File: src/rtl/decision_stream_arbiter.sv
// decision_stream_arbiter: frame-granular 2:1 Avalon-ST arbiter with MM control and statistics
//   clk, reset        : single clock, synchronous active-high reset
//   s_*               : Avalon-MM slave (CTRL, STATUS, FRAMES0, FRAMES1, DROPS)
//   sink0_*, sink1_*  : requesting video streams
//   source_*          : granted stream towards the decision block
//   mode              : currently or last granted channel
module decision_stream_arbiter #(
  parameter int DATA_W = 24,
  parameter int CNT_W = 32
) (
  input  logic              clk,
  input  logic              reset,
  input  logic              s_chipselect,
  input  logic              s_read,
  input  logic              s_write,
  input  logic [2:0]        s_address,
  input  logic [31:0]       s_writedata,
  output logic [31:0]       s_readdata,
  input  logic [DATA_W-1:0] sink0_data,
  input  logic              sink0_valid,
  input  logic              sink0_sop,
  input  logic              sink0_eop,
  output logic              sink0_ready,
  input  logic [DATA_W-1:0] sink1_data,
  input  logic              sink1_valid,
  input  logic              sink1_sop,
  input  logic              sink1_eop,
  output logic              sink1_ready,
  output logic [DATA_W-1:0] source_data,
  output logic              source_valid,
  output logic              source_sop,
  output logic              source_eop,
  input  logic              source_ready,
  output logic              mode
);
  localparam logic [1:0] IDLE = 2'd0;
  localparam logic [1:0] GRANT0 = 2'd1;
  localparam logic [1:0] GRANT1 = 2'd2;
  logic [1:0] state, state_nxt, policy;
  logic enable, last, idle, g0, g1, req0, req1, pick, eop_acc, drop0, drop1, clr, wr, rd;
  logic [CNT_W-1:0] frames0, frames1, drops;
  logic [31:0] rd_mux;
  function automatic logic [CNT_W-1:0] sat_add(input logic [CNT_W-1:0] c, input logic [1:0] n);
    logic [CNT_W:0] s;
    s = {1'b0, c} + (CNT_W+1)'(n);
    return s[CNT_W] ? '1 : s[CNT_W-1:0];
  endfunction
  always_comb begin
    idle = state == IDLE;
    g0 = state == GRANT0;
    g1 = state == GRANT1;
    req0 = enable & sink0_valid & sink0_sop;
    req1 = enable & sink1_valid & sink1_sop;
    // with both requesting: policy 1/2 fix the winner, 0 and 3 alternate away from last
    pick = (req0 & req1) ? (policy == 2'd1 ? 1'b0 : policy == 2'd2 ? 1'b1 : ~last) : req1;
    source_valid = g0 ? sink0_valid : g1 ? sink1_valid : 1'b0;
    source_sop = g0 ? sink0_sop : g1 ? sink1_sop : 1'b0;
    source_eop = g0 ? sink0_eop : g1 ? sink1_eop : 1'b0;
    source_data = g0 ? sink0_data : g1 ? sink1_data : '0;
    // idle: SOP beats wait for arbitration, stray mid-frame beats are swallowed
    drop0 = idle & sink0_valid & ~sink0_sop;
    drop1 = idle & sink1_valid & ~sink1_sop;
    sink0_ready = g0 ? source_ready : drop0;
    sink1_ready = g1 ? source_ready : drop1;
    eop_acc = source_valid & source_ready & source_eop;
    state_nxt = idle ? ((req0 | req1) ? (pick ? GRANT1 : GRANT0) : IDLE) :
                ((g0 | g1) & ~eop_acc) ? state : IDLE;
    wr = s_chipselect & s_write;
    rd = s_chipselect & s_read;
    clr = wr & (s_address == 3'd4);
    case (s_address)
      3'd0: rd_mux = {29'd0, policy, enable};
      3'd1: rd_mux = {29'd0, last, state};
      3'd2: rd_mux = 32'(frames0);
      3'd3: rd_mux = 32'(frames1);
      3'd4: rd_mux = 32'(drops);
      default: rd_mux = '0;
    endcase
  end
  always_ff @(posedge clk) begin
    if (reset) begin
      state <= IDLE;
      last <= 1'b1;
      mode <= 1'b0;
      enable <= 1'b1;
      policy <= 2'd0;
      frames0 <= '0;
      frames1 <= '0;
      drops <= '0;
      s_readdata <= '0;
    end else begin
      state <= state_nxt;
      if (idle & (req0 | req1)) begin
        last <= pick;
        mode <= pick;
      end
      if (wr & (s_address == 3'd0)) {policy, enable} <= s_writedata[2:0];
      frames0 <= clr ? '0 : sat_add(frames0, {1'b0, g0 & eop_acc});
      frames1 <= clr ? '0 : sat_add(frames1, {1'b0, g1 & eop_acc});
      drops <= clr ? '0 : sat_add(drops, {1'b0, drop0} + {1'b0, drop1});
      if (rd) s_readdata <= rd_mux;
    end
  end
endmodule

File: config.mk
export PLATFORM = sky130hd
export DESIGN_NAME = decision_stream_arbiter
export DESIGN_NICKNAME = d
export VERILOG_FILES = /design/src/rtl/decision_stream_arbiter.sv
export SDC_FILE = /design/constraint.sdc
export NUM_CORES = 1
export LEC_CHECK = 0
export CAP_MARGIN = 10
export CORE_MARGIN = 5
export CORE_UTILIZATION = 45
export CTS_CLUSTER_DIAMETER = 80
export CTS_CLUSTER_SIZE = 8
export DETAILED_ROUTE_END_ITERATION = 10
export GPL_ROUTABILITY_DRIVEN = 0
export PLACE_DENSITY = 0.7
export SLEW_MARGIN = 20
export SYNTH_ARGS = -nofsm -noshare
export SYNTH_HDL_FRONTEND = slang
export SYNTH_SLANG_ARGS = --single-unit
File: constraint.sdc
create_clock -name clk -period 3.4 [get_ports clk]
set_input_delay 0.51 -clock clk [delete_from_list [all_inputs] [get_ports clk]]
set_output_delay 0.51 -clock clk [all_outputs]
set_load 0.005 [all_outputs]
==> flow_summary.toml <==
[power_and_ir_drop]
p_per_area_nw_per_um2 = 406
irDropWorstVdd_uv = 374
leakage_nw = 3.28

[placed_design]
io_buffers = 127
place_area_um2 = 8420
dp_hpwl_um = 13700
dp_slack_ps = -14.7

[setup_path]
reg2reg_slack_ps = 260
startpoint_type = "flip-flop"
required_ps = 3740
crit_fanout = 12
reg2reg_from = "state[1]"
worstReg2RegEnd = "frames0[19]"
criticalPathCategory = "flip-flop to flip-flop"
arrival_ps = 3480
end_kind = "flip-flop"
crit_path_start = "state[1]"
worstRegToRegCells = 11
crit_end = "frames0[19]"

[global_routing]
busiest_layer = "met2"
met2_usage_pct = 31.9
grt_pass1_vias = 5923
grt_overflow = 0
grt_max_degree = 55
grt_usage_pct = 20.8
use_met1_pct = 30.0
grt_pass1_wl_um = 30600
antenna_found_initial = 0
met3_usage_pct = 3.84

[synthesis]
synth_warnings = 0
syn_area_um2 = 7010
netlist.top_cell.by_area = "dfxtp_1"
synth_seq_cells = 135
yosysTopAreaCellShare_pct = 38.5
seq_area_frac_synth_pct = 38.5
synthFlopType = "dfxtp_1"
ys_top_cells_by_count = "dfxtp_1 (135), a21oi_1 (93), nand2_1 (75)"
ys_types = 58
syn_inst = 803
async_reset_ff_share_pct = 0
yosysMostFrequentCell = "dfxtp_1"
avgSynthCellArea_um2 = 8.73
synth_edf_count = 0
synth_area_leaders = "dfxtp_1 (39%), a21oi_1 (6.6%), xor2_1 (6.1%), mux2i_1 (4.3%), nand2_1 (4.0%)"
synth_nets = 907

[clock_network]
cts.sinks = 135
path_clk_slew_ps = 60
cts_buffer_depth = 2
cts_tree = "built"
clk_latency_ps = 420
cts_buffers = 17
h-tree-depth = 4
post-cts-setup-buffer-count = 0
clockRootBuffer = "clkbuf_16"

[detailed_routing]
wl_per_cell_um = 16.7
first_pass_iters = 4
drtIter0Drc = 489
num_vias = 6250
drc_errors = 0
wirelength_um = 19100
vias_per_cell = 5.47
drtAntennaViolNets = 0

[min_path]
min_path_type = "flip-flop to flip-flop"
holdPathStages = 2

[die]
coreArea_um2 = 15300
die_area_um2 = 18200
io_pins = 157
rows = 45
die_w_um = 135
initial_core_util_pct = 46.0
die_h_um = 135

[cells_and_area]
drive_gt1_share_pct = 9.02
final_nets = 1022
final_core_utilization_pct = 59.0
fillers = 1380
multiInputGateArea_um2 = 3990
n_antenna_cell = 0
area_growth_pct = 28.3
seq_area_um2 = 2700
design_area_um2 = 8990

[sta]
rsz0062_at_grt = "no"
finalCritPeriodShare_pct = 92.4
fin_skew_ps = 8.18
hold_viol = 0
slew_violations = 0
worstMarginPinSlew_ps = 594
relSlewSlack_pct = 60.1
final.setup.worst_slack_ps = 259
fin_crit_ps = 3140
fmax_ghz = 0.318
setup_viol = 0

[job]
maxCapViolCount = 0

[status]
run_status = "completed"
layout by cell type, fill, tap and decap left out, types with 6 or more instances in the layout:
cell type and instances:
a21oi_1 92, a22o_1 25, a22oi_1 37, a311oi_1 6
and2_1 9, and3_1 15, and4_1 12, buf_4 19
clkbuf_16 17, clkdlybuf4s50_1 126, dfxtp_1 135, ha_1 8
inv_1 13, mux2i_1 30, nand2_1 75, nand3_1 35
nand4_1 25, nor2_1 56, nor3_1 7, o21ai_0 33
xnor2_1 17, xor2_1 49
sequential cells by signal, summed over array words and instances (netlist names):
signal,cells
drops,32
frames0,32
frames1,32
s_readdata,32
policy,2
state,2
enable,1
last,1
mode,1
logic make-up (layout without fill, tap and decap cells):
kind of cell | Yosys count | in the layout | synth area share (%)
AO/OA/AOI/OAI | 223 | 223 | 20.0
adder cells (fa/ha/maj) | 10 | 10 | 1.86
XOR/XNOR | 66 | 66 | 8.24
buffers and inverters | 65 | 192 | 5.07
multiplexers | 35 | 35 | 5.08
flip-flops | 135 | 135 | 38.5
AND/OR/NAND/NOR | 269 | 270 | 21.2
per-stage QoR:
stage / hold WS (ps) / std cells / power (W) / TNS [ps]
CTS: 454 / 1141 / 0.00368 / 0
floorplan: 453 / 803 / 0.00177 / 0
detailed placement: 446 / 1109 / 0.00193 / -14.7
global route: 476 / 1142 / 0.00379 / 0
global placement: 442 / 1109 / 0.00193 / 0
finish: 454 / 1142 / 0.00366 / 0
area by class of cell:
class	count	area share (%)
Clock inverter	9	1.13
Tap cell	211	2.94
Timing Repair Buffer	147	15.9
Multi-Input combinational cell	604	44.4
Sequential cell	135	30.0
Inverter	13	0.542
Clock buffer	23	5.09
worst max-delay path, stage by stage (launching register included):
cell      delay (ps)
dfxtp_1          400
inv_1             90
ha_1             300
nand3b_1         250
a221oi_2         360
and2_1           200
ha_1             260
nand4_4          180
nor4_4           240
buf_4            230
nand4_2          330
a21oi_1          230
worst min path at each step:
stage	start	end	slack [ps]
after floorplan	mode	mode	450
after global placement	s_readdata[7]	s_readdata[7]	440
after detailed placement	mode	mode	450
after CTS	mode	mode	450
after global routing	mode	mode	480
final	mode	mode	450
what timing repair did:
item | in CTS | in global routing
gates resized for setup | 0 | 1
hold buffers | 0 | 0
endpoints found under the setup margin | 0 | 49
power by group:
| part | switching (W) | total (W) | internal [W] |
|---|---|---|---|
| Sequential | 0.00000861 | 0.00160 | 0.00159 |
| Combinational | 0.000134 | 0.000294 | 0.000160 |
| Clock | 0.000669 | 0.00176 | 0.00109 |
per-layer routing:
layer  wire (um)  up-vias
li1            -     3156
met1        9270     2955
met2        8910      122
met3         656       17
met4         258        0
met5           0        -
(Power assumes the default switching activity.)
